==> src/rtl/switch_debouncer_pkg.sv <==
`default_nettype none
// ============================================================================
//  Module      : switch_debouncer_pkg
//  Description : Shared types and helpers for the switch debouncer: the
//                per-channel FSM state encoding, the default debounce
//                interval and the counter-width helper.
//  Revision    : 1.0  initial release
// ============================================================================
package switch_debouncer_pkg;

    // 10 ms at 100 MHz
    localparam int c_DEFAULT_DEBOUNCE_CYCLES = 1000000;

    typedef enum logic [1:0] {
        ST_LOW       = 2'd0,
        ST_WAIT_HIGH = 2'd1,
        ST_HIGH      = 2'd2,
        ST_WAIT_LOW  = 2'd3
    } debounceState_t;

    // Counter must hold values 0 .. cycles-1; sized for cycles+1 to keep a
    // width of at least 1 even when cycles == 1.
    function automatic int cntWidth(input int cycles);
        return $clog2(cycles + 1);
    endfunction

endpackage : switch_debouncer_pkg
`default_nettype wire

==> src/rtl/debounce_channel.sv <==
`default_nettype none
// ============================================================================
//  Module      : debounce_channel
//  Description : One input channel: 2-flop synchroniser, debounce FSM with
//                stability counter, registered level/edge pulses and a
//                toggle latch that flips on every accepted rising edge.
//  Revision    : 1.0  initial release
// ============================================================================
module debounce_channel
    import switch_debouncer_pkg::*;
#(
    parameter int DEBOUNCE_CYCLES = c_DEFAULT_DEBOUNCE_CYCLES,
    parameter int CNT_W           = cntWidth(DEBOUNCE_CYCLES)
) (
    input  logic clk,
    input  logic rst,
    input  logic rawIn,
    output logic cleanOut,
    output logic risePulse,
    output logic fallPulse,
    output logic toggleOut
);

    localparam logic [CNT_W-1:0] c_CNT_LAST = CNT_W'(DEBOUNCE_CYCLES - 1);
    localparam logic [CNT_W-1:0] c_CNT_ONE  = CNT_W'(1);

    logic             r_syncMeta;
    logic             r_syncIn;
    debounceState_t   r_state;
    logic [CNT_W-1:0] r_cnt;
    logic             r_clean;
    logic             r_rise;
    logic             r_fall;
    logic             r_toggle;

    debounceState_t   w_stateNext;
    logic [CNT_W-1:0] w_cntNext;
    logic             w_cleanNext;
    logic             w_riseNext;
    logic             w_fallNext;
    logic             w_toggleNext;

    // Two-flop synchroniser for the asynchronous pin, nothing between stages
    always_ff @(posedge clk) begin
        if (rst) begin
            r_syncMeta <= 1'b0;
            r_syncIn   <= 1'b0;
        end else begin
            r_syncMeta <= rawIn;
            r_syncIn   <= r_syncMeta;
        end
    end

    // State, counter and output registers
    always_ff @(posedge clk) begin
        if (rst) begin
            r_state  <= ST_LOW;
            r_cnt    <= '0;
            r_clean  <= 1'b0;
            r_rise   <= 1'b0;
            r_fall   <= 1'b0;
            r_toggle <= 1'b0;
        end else begin
            r_state  <= w_stateNext;
            r_cnt    <= w_cntNext;
            r_clean  <= w_cleanNext;
            r_rise   <= w_riseNext;
            r_fall   <= w_fallNext;
            r_toggle <= w_toggleNext;
        end
    end

    // Next-state logic: a level is accepted only after it has been seen for
    // DEBOUNCE_CYCLES consecutive synchronised cycles; any reversal while
    // waiting drops back to the stable state silently.
    always_comb begin
        w_stateNext  = r_state;
        w_cntNext    = '0;
        w_cleanNext  = r_clean;
        w_riseNext   = 1'b0;
        w_fallNext   = 1'b0;
        w_toggleNext = r_toggle;
        case (r_state)
            ST_LOW: begin
                if (r_syncIn) begin
                    w_stateNext = ST_WAIT_HIGH;
                end
            end
            ST_WAIT_HIGH: begin
                if (!r_syncIn) begin
                    w_stateNext = ST_LOW;
                end else if (r_cnt == c_CNT_LAST) begin
                    w_stateNext  = ST_HIGH;
                    w_cleanNext  = 1'b1;
                    w_riseNext   = 1'b1;
                    w_toggleNext = ~r_toggle;
                end else begin
                    w_cntNext = r_cnt + c_CNT_ONE;
                end
            end
            ST_HIGH: begin
                if (!r_syncIn) begin
                    w_stateNext = ST_WAIT_LOW;
                end
            end
            ST_WAIT_LOW: begin
                if (r_syncIn) begin
                    w_stateNext = ST_HIGH;
                end else if (r_cnt == c_CNT_LAST) begin
                    w_stateNext = ST_LOW;
                    w_cleanNext = 1'b0;
                    w_fallNext  = 1'b1;
                end else begin
                    w_cntNext = r_cnt + c_CNT_ONE;
                end
            end
            default: begin
                w_stateNext = ST_LOW;
            end
        endcase
    end

    assign cleanOut  = r_clean;
    assign risePulse = r_rise;
    assign fallPulse = r_fall;
    assign toggleOut = r_toggle;

endmodule : debounce_channel
`default_nettype wire

==> src/rtl/switch_debouncer.sv <==
`default_nettype none
// ============================================================================
//  Module      : switch_debouncer
//  Description : Input conditioner for slide switches and push buttons.
//                Replicates one independent debounce channel per input.
//  Revision    : 1.0  initial release
// ============================================================================
module switch_debouncer
    import switch_debouncer_pkg::*;
#(
    parameter int N_INPUTS        = 2,
    parameter int DEBOUNCE_CYCLES = c_DEFAULT_DEBOUNCE_CYCLES
) (
    input  logic                clk,
    input  logic                rst,
    input  logic [N_INPUTS-1:0] rawIn,
    output logic [N_INPUTS-1:0] cleanOut,
    output logic [N_INPUTS-1:0] risePulse,
    output logic [N_INPUTS-1:0] fallPulse,
    output logic [N_INPUTS-1:0] toggleOut
);

    localparam int CNT_W = cntWidth(DEBOUNCE_CYCLES);

    // One fully independent channel per input pin
    for (genvar i = 0; i < N_INPUTS; i++) begin : g_chan
        debounce_channel #(
            .DEBOUNCE_CYCLES (DEBOUNCE_CYCLES),
            .CNT_W           (CNT_W)
        ) u_chan (
            .clk       (clk),
            .rst       (rst),
            .rawIn     (rawIn[i]),
            .cleanOut  (cleanOut[i]),
            .risePulse (risePulse[i]),
            .fallPulse (fallPulse[i]),
            .toggleOut (toggleOut[i])
        );
    end

endmodule : switch_debouncer
`default_nettype wire

==> config.mk <==
export PLATFORM = sky130hd
export DESIGN_NAME = switch_debouncer
export DESIGN_NICKNAME = d
export VERILOG_FILES = /design/src/rtl/switch_debouncer_pkg.sv /design/src/rtl/debounce_channel.sv /design/src/rtl/switch_debouncer.sv
export SDC_FILE = /design/constraint.sdc
export NUM_CORES = 1
export LEC_CHECK = 0
export CORE_ASPECT_RATIO = 1.4
export CORE_UTILIZATION = 40
export CTS_BUF_LIST = sky130_fd_sc_hd__clkbuf_4 sky130_fd_sc_hd__clkbuf_8 sky130_fd_sc_hd__clkbuf_16
export CTS_CLUSTER_SIZE = 8
export DETAILED_ROUTE_END_ITERATION = 10
export MAX_ROUTING_LAYER = met4
export PLACE_DENSITY = 0.64
export SYNTH_ARGS = -nofsm -noshare
export SYNTH_HDL_FRONTEND = slang
export SYNTH_SLANG_ARGS = --single-unit
==> constraint.sdc <==
create_clock -name clk -period 2 [get_ports clk]
set_input_delay 0.2 -clock clk [delete_from_list [all_inputs] [get_ports clk]]
set_output_delay 0.2 -clock clk [all_outputs]
set_load 0.05 [all_outputs]
==> results.toml, run 1 <==
[placement]
io_buffers = 11
globalplace.congestion = 0.843
dp_hpwl_mm = 3.40
pre_cts_ws_ps = -111

[cts]
cts_buffers = 5
clkSlewWorstSetupHoldPaths_ps = 100
clock_sinks = 56
clock_latency_ps = 310
clockBufferDepth = 2
cts_tree = "built"
hold_buffers = 0
cts-htree-levels = 2
cts_root_buf = "clkbuf_8"

[timing]
slew_headroom_pct = 66.6
slew_violations = 0
totalNegativeSetupSlack_ps = -70.1
min_period_ps = 2050
setup_viol = 2
rsz0062_at_grt = "yes"
hold_viol_final = 0
fmax_mhz = 488
finalCritPeriodShare_pct = 102
setup_ws_ps = -49.4
worstMarginPinSlew_ps = 494
fin_skew_ps = 3.76

[detailed_routing]
finalWirelength_mm = 4.71
drt_iter0_drc = 39
avgViaCountPerCell = 5.13
wl_per_cell_microns = 12.0
drt_pass1_iterations = 4
drc_errors = 0
dr_total_vias = 2007
ant_nets = 0

[finish]
drive_gt1_share_pct = 18.1
insertedDiodeCount = 0
nets = 326
syn_to_final_growth_pct = 20.7

[yosys]
ys_top_cells_by_area = "dfxtp_1 46%, xnor2_1 6.8%, nor2_1 5.1%, or4_1 3.7%, a21oi_1 3.3%"
yosys_register_bits = 56
synth_flop_cell = "dfxtp_1"
synthCells = 285
synth_warnings = 0
synthTopCellsByCount = "56 x dfxtp_1, 33 x nor2_1, 19 x xnor2_1"
synth_area_sq_um = 2450
synth-edff-count = 0
synth.distinct_cells = 32
yosysMostFrequentCell = "dfxtp_1"
postSynth.asyncResetShare_pct = 0
synth_top_area_cell = "dfxtp_1"
synth-seq-area-share_pct = 45.8
synth_top_area_share_pct = 45.8
syn-num-nets = 291
postSynthAreaPerCell_sq_um = 8.58

[critical_path]
reg2reg_to = "g_chan[1].u_chan.toggleOut"
critPathKind = "reg2reg"
path_max_fanout = 4
required_ps = 2250
worstReg2RegStart = "g_chan[1].u_chan.r_cnt[15]"
crit_arrival_ps = 2300
r2r_slack_ps = -50
r2r_cells = 4
critPathLaunchType = "register"
endpoint_kind = "register"
setup.worst_path.start = "g_chan[1].u_chan.r_cnt[15]"

[floorplanning]
rows = 33
io-pin-count = 12
die_w_microns = 68.1
initial_core_util_pct = 41.7
die-area_sq_um = 6440
fp.dieH_microns = 94.5
core_area_sq_um = 5860

[worst_hold_path]
min-delay-start = "rawIn[0]"
min_to = "g_chan[0].u_chan.r_syncMeta"
hold_depth = 2
hold_class = "in2reg"

[status]
outcome = "complete, but fails checks"
violations = "setup timing"

[power]
power.leakage_uw = 0.000874
finalPower_uw = 1820
ir_worst_vdd_uv = 413
power-per-cell-area_nw_per_um2 = 615

[global_route]
grt_overflow_total = 0
grt_first_pass_wirelength_mm = 7.90
grt_antenna_before_repair = 0
grt_use_total_pct = 16.5
grt_pass1_vias = 1902
grt_max_degree = 20

[run]
drv_cap = 0
power by group:
part,internal (uW),switching [uW]
clock,258,383
combinational,20.6,27.3
sequential,1120,5.36
critical path, cell delays in order (launching register included):
cell and delay (ps):
dfxtp_1 320, or4b_1 510, or4_4 510, or4_4 500
a21oi_2 140
flip-flops by register name, indices dropped and copies added, names as in the netlist, named ones only:
| signal | cells |
|---|---|
| g_chan.u_chan.r_cnt | 40 |
| g_chan.u_chan.cleanOut | 2 |
| g_chan.u_chan.fallPulse | 2 |
| g_chan.u_chan.r_state | 2 |
| g_chan.u_chan.r_syncIn | 2 |
| g_chan.u_chan.r_syncMeta | 2 |
| g_chan.u_chan.risePulse | 2 |
| g_chan.u_chan.toggleOut | 2 |
per-layer routing:
| metal | vias to the layer above | GRT usage, % | part of all wire [%] |
|---|---|---|---|
| li1 | 1049 | - | - |
| met1 | 934 | 15.7 | 42 |
| met2 | 17 | 31.3 | 55 |
| met3 | 7 | 3.62 | 2.2 |
| met4 | 0 | 5.21 | 1.1 |
| met5 | - | - | 0 |
through the flow:
| step | hold slack [ps] | cells | cell area [sq um] | utilization (%) |
|---|---|---|---|---|
| after floorplan | 272 | 285 | 2450 | - |
| after global placement | 417 | 379 | 2770 | 47.3 |
| after detailed placement | 428 | 379 | 2770 | 47.3 |
| after CTS | 418 | 390 | 2900 | 49.5 |
| after global routing | 431 | 391 | 2950 | 50.4 |
| final | 432 | 391 | 2950 | 50.4 |
logic make-up after synthesis:
kind of cell,Yosys count,share of synthesized area (%)
xor gates and xnor gates,25,8.95
and+or+nand+nor,131,28.9
buffers and inverters,32,6.29
DFF,56,45.8
AOI/OAI and AO/OA,39,9.00
adders and majority gates,2,1.02
worst max path at each step:
stage,to,slack [ps],depth (start not counted)
final,g_chan[1].u_chan.toggleOut,-50,4
after global routing,g_chan[1].u_chan.toggleOut,-100,4
after CTS,g_chan[1].u_chan.toggleOut,-50,4
after detailed placement,g_chan[1].u_chan.toggleOut,-110,4
after global placement,g_chan[1].u_chan.toggleOut,-80,4
after floorplan,g_chan[1].u_chan.toggleOut,-90,5
layout make-up:
| cell class | instances | area [sq um] |
|---|---|---|
| multi-input combinational | 197 | 1210 |
| clock inverter | 3 | 27.5 |
| clock buffer | 5 | 68.8 |
| inverter | 16 | 60.1 |
| fill | 578 | 2910 |
| sequential | 56 | 1120 |
| timing repair buffer | 44 | 373 |
| tap | 70 | 87.6 |
layout by cell type, fill, tap and decap left out, drive strengths merged, types with 3 or more instances in the layout:
cell type / synthesis / routed
or4: 12 / 12
nor3: 11 / 11
nor4: 3 / 3
nor2b: 5 / 5
xnor2: 19 / 19
dfxtp: 56 / 56
xor2: 6 / 6
nand4: 11 / 11
o21ai: 13 / 13
or2: 5 / 5
nor2: 33 / 33
inv: 16 / 17
nor4bb: 3 / 3
clkbuf: 5 / 5
buf: 11 / 33
o31ai: 4 / 4
nand2b: 4 / 4
nand2: 14 / 14
clkdlybuf4s50: 0 / 11
a21oi: 16 / 16
nand3: 13 / 13
or3: 12 / 12
timing repair:
action,CTS,global route
buffers inserted,2,0
endpoints found under the setup margin,35,39
cloned,1,1
resized for setup,5,12
pin swaps,2,1
(Power assumes the default switching activity.)
==> run 2, diff against run 1 <==
--- a/config.mk
+++ b/config.mk
@@ -12,6 +12,7 @@
 export DETAILED_ROUTE_END_ITERATION = 10
 export MAX_ROUTING_LAYER = met4
 export PLACE_DENSITY = 0.64
+export SETUP_SLACK_MARGIN = 0.02
 export SYNTH_ARGS = -nofsm -noshare
 export SYNTH_HDL_FRONTEND = slang
 export SYNTH_SLANG_ARGS = --single-unit
==> run 2 against run 1 <==
  * The run still ends with setup timing left
  * Die area unchanged
  * Non-clock buffer count increased by 2
  * Sequential power about the same
  * Cell count increased by 0.51%
  * Clock skew increased by 9.7 ps
  * Global-route usage decreased by 0.54 points
==> results.toml, run 2 (synthesized netlist as in run 1, its figures left out) <==
[critical_path]
path_max_fanout = 5
slowest_delay_ps = 520
crit_chain = "or4b_1 -> or4_4 -> or4_4 -> a21oi_2"
cp_num_buf_inv = 0
cpLargestDelayFamily = "simple AND/OR/NAND/NOR gates"
crit_arrival_ps = 2330
path_common_cell = "or4_4"
critPathLaunchType = "register"
endpoint_kind = "register"
required_ps = 2240
cp_slowest_cell = "or4_4"
crit_cells = 4
r2r_cells = 4
critPathKind = "reg2reg"

[status]
violations = "setup timing"
outcome = "complete, but fails checks"

[power]
power.leakage_uw = 0.000885
finalPower_uw = 1810
power-per-cell-area_nw_per_um2 = 607
ir_worst_vdd_uv = 297

[finish]
largest_reg_flops = 40
layout_commonest_cell = "dfxtp_1"
finish.utilization_pct = 51.0
nets = 328
drive_gt1_share_pct = 22.0
layoutNonFillerInstCount = 393
final_cell_mix = "52 x dfxtp_1, 32 x buf_4, 28 x nor2_1"
top_register = "g_chan.u_chan.r_cnt"
insertedDiodeCount = 0
syn_to_final_growth_pct = 22.2
n_fill_cell = 582

[cts]
clkSlewWorstSetupHoldPaths_ps = 100
clock_latency_ps = 310
cts_buffers = 5
clock_sinks = 56
clockBufferDepth = 2
cts_root_buf = "clkbuf_8"
cts-htree-levels = 2
hold_buffers = 0
cts_tree = "built"

[worst_hold_path]
hold_depth = 2
hold_class = "in2reg"

[placement]
io_buffers = 11
globalplace.congestion = 0.852
pre_cts_ws_ps = -89.7
dp_hpwl_mm = 3.56
place_inst = 382

[timing]
worstMarginPinSlew_ps = 521
fin_skew_ps = 13.5
min_period_ps = 2090
hold_viol_final = 0
totalNegativeSetupSlack_ps = -650
fmax_mhz = 478
rsz0062_at_grt = "yes"
setup_viol = 27
finalCritPeriodShare_pct = 105
slew_violations = 0
setup_ws_ps = -90.5
slew_headroom_pct = 64.8

[floorplanning]
die_w_microns = 68.1
die-area_sq_um = 6440
core_area_sq_um = 5860
io-pin-count = 12
initial_core_util_pct = 41.7
fp.dieH_microns = 94.5
rows = 33

[global_route]
grt_pass1_vias = 1839
grt_overflow_total = 0
grt_antenna_before_repair = 0
grt_use_total_pct = 15.9
grt_max_degree = 17
grt_first_pass_wirelength_mm = 7.61

[detailed_routing]
drc_errors = 0
dr_total_vias = 2038
wl_per_cell_microns = 12.5
ant_nets = 0
drt_pass1_iterations = 4
drt_iter0_drc = 86
finalWirelength_mm = 4.90
avgViaCountPerCell = 5.19

[run]
drv_cap = 0
[run 2: changes by cell type in the layout (fill, tap and decap cells not counted), sizes merged]
cell / previous run / this run
clkbuf: 5 / 7
inv: 17 / 16
buf: 33 / 35
clkinvlp: 1 / 0
[run 2: cell type report]
class | instances | area (sq um) | area share, %
clock buffer | 7 | 83.8 | 2.80
sequential | 56 | 1130 | 37.7
multi-input combinational | 197 | 1230 | 41.3
clock inverter | 1 | 8.76 | 0.293
tap | 70 | 87.6 | 2.93
timing repair buffer | 46 | 388 | 13.0
inverter | 16 | 60.1 | 2.01
[run 2: per-layer routing]
metal  global-route usage, %  vias to the layer above  share of wire, %
met5                       -                        -                 0
met4                    5.73                        0               1.7
met3                    3.62                        7               2.3
met2                    29.4                       24                55
met1                    15.6                      949                41
li1                        -                     1058                 -
[run 2: what timing repair did]
action / CTS / global route
pin swaps: 0 / 10
endpoints found under the setup margin: 49 / 48
setup buffers: 0 / 1
resized for setup: 3 / 24
gates cloned: 0 / 2
[run 2: power by group]
group	leakage [uW]	total [uW]	internal, uW	switching, uW
clock network	0.0000493	638	278	360
logic	0.000381	47.5	20.2	27.3
registers	0.000454	1130	1120	5.21
total	0.000885	1810	1420	393
[run 2: worst paths after layout]
check                              startpoint  slack (ps)                           to
hold / removal                       rawIn[0]         430  g_chan[0].u_chan.r_syncMeta
setup / recovery   g_chan[1].u_chan.r_cnt[15]         -90   g_chan[1].u_chan.toggleOut
setup reg to reg   g_chan[1].u_chan.r_cnt[15]         -90   g_chan[1].u_chan.toggleOut
hold reg to reg   g_chan[1].u_chan.r_syncMeta         450    g_chan[1].u_chan.r_syncIn
[run 2: through the flow]
step	hold slack, ps	instance area (sq um)
2_1_floorplan	272	2460
3_3_place_gp	419	2800
3_5_place_dp	434	2800
4_1_cts	425	2900
5_1_grt	426	2990
6_report	434	2990
==> RTL change 1 (config.mk and constraints of run 2) <==
`c_DEFAULT_DEBOUNCE_CYCLES`: 1000000 -> 2000000.
--- a/src/rtl/switch_debouncer_pkg.sv
+++ b/src/rtl/switch_debouncer_pkg.sv
@@ -11,3 +11,3 @@
     // 10 ms at 100 MHz
-    localparam int c_DEFAULT_DEBOUNCE_CYCLES = 1000000;
+    localparam int c_DEFAULT_DEBOUNCE_CYCLES = 2000000;
 
Function: no difference found for any inputs over 10 cycles, from zero or initial values and one cycle with rst high; that may be too few to reach the edited logic, so the function may still have changed.
==> RTL change 1 against run 2 <==
  * The flow still finishes with violations (setup timing)
  * Synthesized area rose by 3.8%
  * Worst setup slack improved by 0.059 ns
  * Power rose by 20%
  * Sequential cell count rose by 2
  * Final area rose by 0.54%
  * Routed wire length fell by 1.5%
  * Critical path depth did not move
  * Die area rose by 3.7%
  * Largest cell class unchanged
==> RTL change 1: results <==
export IMPL_violations="setup timing"
export IMPL_gp_congestion=0.795
export IMPL_status="complete, but fails checks"
export IMPL_worst_path_max_delay_cell="or4b_4"
export IMPL_routedWlPerCell_um=12.2
export IMPL_vdd_drop_max_mv=0.382
export IMPL_fin_worst_skew_ns=0.00675
export IMPL_clk_pin_slew_worst_paths_ns=0.07
export IMPL_htree_levels=3
export IMPL_seq_area_frac_synth=0.457
export IMPL_grt_max_degree=22
export IMPL_met1_usage=0.172
export IMPL_final_setup_worst_slack_ns=-0.0312
export IMPL_grt_pass1_wl_um=8530
export IMPL_viasPerCell=5.24
export IMPL_met2_usage=0.298
export IMPL_synthXorXnorAreaFrac=0.0862
export IMPL_gr_usage_all_layers=0.167
export IMPL_reg2reg_from="g_chan[1].u_chan.r_cnt[16]"
export IMPL_placedCellCount=378
export IMPL_numCtsBuffers=9
export IMPL_cts_resized=0
export IMPL_cp_data_arrival_time_ns=2.30
export IMPL_setup_violations=1
export IMPL_worst_pin_slew_ns=0.502
export IMPL_met1_length_um=2190
export IMPL_first_global_vias=2001
RTL change 1: cell types whose count changed after synthesis, sizes merged, moves of 3 or more:
cell / before / now
nand4: 11 / 14
inv: 16 / 9
and4: 1 / 6
nor4: 3 / 6
buf: 11 / 8
xnor2: 19 / 13
and3: 0 / 5
nor3: 11 / 6
or4: 12 / 7
or2: 5 / 0
xor2: 6 / 12
RTL change 1: cells by family after synthesis:
| family | Yosys count |
|---|---|
| xor gates and xnor gates | 25 |
| DFF | 58 |
| and+or+nand+nor | 133 |
| AOI/OAI and AO/OA | 46 |
| adders and majority gates | 2 |
| buffers and inverters | 25 |
RTL change 1: worst min-delay path by stage:
stage	start	to	slack (ns)	depth (start not counted)
2_1_floorplan	rst	g_chan[0].u_chan.r_syncIn	0.27	1
3_3_place_gp	g_chan[0].u_chan.r_syncMeta	g_chan[0].u_chan.r_syncIn	0.42	1
3_5_place_dp	g_chan[0].u_chan.r_syncMeta	g_chan[0].u_chan.r_syncIn	0.42	1
4_1_cts	rawIn[0]	g_chan[0].u_chan.r_syncMeta	0.40	2
5_1_grt	rawIn[0]	g_chan[0].u_chan.r_syncMeta	0.42	2
6_report	rawIn[0]	g_chan[0].u_chan.r_syncMeta	0.42	2
RTL change 1: final cells by class:
cell class / count / area (um2) / area share
Clock buffer: 10 / 138 / 0.0458
Clock inverter: 6 / 41.3 / 0.0137
Inverter: 9 / 33.8 / 0.0112
Multi-Input combinational cell: 206 / 1250 / 0.417
Tap cell: 72 / 90.1 / 0.0300
Timing Repair Buffer: 33 / 288 / 0.0958
Sequential cell: 58 / 1160 / 0.387
RTL change 1: power breakdown:
part	switching, mW	internal (mW)
clock	0.484	0.482
combinational	0.0267	0.0210
sequential	0.00526	1.16
total	0.516	1.67
==> RTL change 2 (config.mk and constraints of run 2) <==
Made on the original files. Reset style: asynchronous (`rst`), changed in 2 clocked blocks.
--- a/src/rtl/debounce_channel.sv
+++ b/src/rtl/debounce_channel.sv
@@ -43,3 +43,3 @@
     // Two-flop synchroniser for the asynchronous pin, nothing between stages
-    always_ff @(posedge clk) begin
+    always_ff @(posedge clk or posedge rst) begin
         if (rst) begin
@@ -54,3 +54,3 @@
     // State, counter and output registers
-    always_ff @(posedge clk) begin
+    always_ff @(posedge clk or posedge rst) begin
         if (rst) begin
Check against the original RTL: same outputs for any inputs over 10 cycles, from zero or initial values and one cycle with rst high; that may be too few to reach the edited logic, so the function may still have changed.
==> RTL change 2 against run 2 <==
  * Die area up 11%
  * Clock power up 0.8%
  * Global-route usage down 0.34 points
  * Final area up 2.7%
  * Synthesized area up 12%
  * Largest cell class is now registers
  * Worst setup slack better by 0.22 ns
  * Power up 2.3%
  * Sequential cell count unchanged
  * Sequential share of layout area up 8.0 points
  * Non-clock buffer count down 21
  * Count of clock-buffer cells in the layout down 2
  * Cell count down 9.2%
  * Fmax up 12%
  * Highest routed layer unchanged
  * Routed wire length up 0.53%
==> RTL change 2: results <==
export IMPL_status="finished clean"
export IMPL_slew_headroom=0.667
export IMPL_fin_nets=288
export IMPL_layout_nonclk_buf_frac=0.0742
export IMPL_path_max_fanout=7
export IMPL_multi_input_area_mm2=0.00121
export IMPL_synthTopCellsByArea="dfrtp_1, xnor2_1, nor2_1"
export IMPL_drive_above_1_share=0.134
export IMPL_synth_common_cells="dfrtp_1, nor2_1, xnor2_1"
export IMPL_multi_input_cells=184
export IMPL_clock_root_buffer="clkbuf_8"
export IMPL_wl_met3_um=113
export IMPL_gp_congestion=0.799
export IMPL_viasPerCell=5.42
export IMPL_n_all_buffers=25
export IMPL_power_switching_uw=436
export IMPL_first_global_vias=1943
export IMPL_synth_net_count=271
export IMPL_grt_max_degree=57
export IMPL_rrSetupSlack_ns=0.13
export IMPL_grt_pass1_wl_um=8590
export IMPL_async_flop_share=1.00
export IMPL_synthXorXnorAreaFrac=0.0899
export IMPL_synth_fa_ha_area_frac=0.00917
export IMPL_total_power_mw=1.86
export IMPL_use_met3=0.0314
export IMPL_routedWlPerCell_um=13.8
export IMPL_gr_usage_all_layers=0.156
export IMPL_pre_cts_slack_ns=0.0696
export IMPL_cts_resized=0
export IMPL_placedCellCount=348
export IMPL_met2WireLength_um=2670
export IMPL_synth_flop_cell="dfrtp_1"
export IMPL_synth_compound_area_frac=0.0761
export IMPL_met1_usage=0.177
export IMPL_cp_data_arrival_time_ns=2.11
export IMPL_avgSynthCellArea_um2=10.3
export IMPL_sequentialPowerShare=0.619
export IMPL_fillers=583
export IMPL_p_leak_nw=1.22
export IMPL_final_util=0.467
export IMPL_clk_share=0.0314
export IMPL_drtIter0Drc=71
export IMPL_hpwl_um=3540
export IMPL_htree_levels=2
export IMPL_p_comb_frac=0.035
export IMPL_fin_worst_skew_ns=0.0149
export IMPL_reg2reg_from="g_chan[0].u_chan.r_cnt[0]"
export IMPL_r2r_cells=5
export IMPL_holdWs_ns=0.230
export IMPL_placed_cell_area_mm2=0.00294
export IMPL_die_area_mm2=0.00716
export IMPL_synth_distinct_cells=40
export IMPL_inverters=10
export IMPL_vdd_drop_max_mv=0.407
export IMPL_r2r_end="g_chan[0].u_chan.r_cnt[18]"
export IMPL_seq_area_frac_synth=0.514
==> RTL change 2: worst max-delay path by stage <==
stage          cells after the start  slack (ns)                    endpoint                       start
6_report                           5        0.13  g_chan[0].u_chan.r_cnt[18]   g_chan[0].u_chan.r_cnt[0]
2_1_floorplan                      5        0.18  g_chan[0].u_chan.r_cnt[18]   g_chan[0].u_chan.r_cnt[0]
5_1_grt                            5        0.03  g_chan[1].u_chan.toggleOut  g_chan[1].u_chan.r_cnt[15]
4_1_cts                            5        0.07  g_chan[0].u_chan.r_cnt[18]   g_chan[0].u_chan.r_cnt[0]
3_5_place_dp                       5        0.07  g_chan[0].u_chan.r_cnt[18]   g_chan[0].u_chan.r_cnt[0]
3_3_place_gp                       5        0.14  g_chan[0].u_chan.r_cnt[18]   g_chan[0].u_chan.r_cnt[0]
==> RTL change 2: critical path, cell delays in order (launching register included) <==
cell and delay, ns:
dfrtp_1 0.42, ha_2 0.24, nand3_4 0.12, or3_4 0.41
or4_1 0.47, a21oi_1 0.15
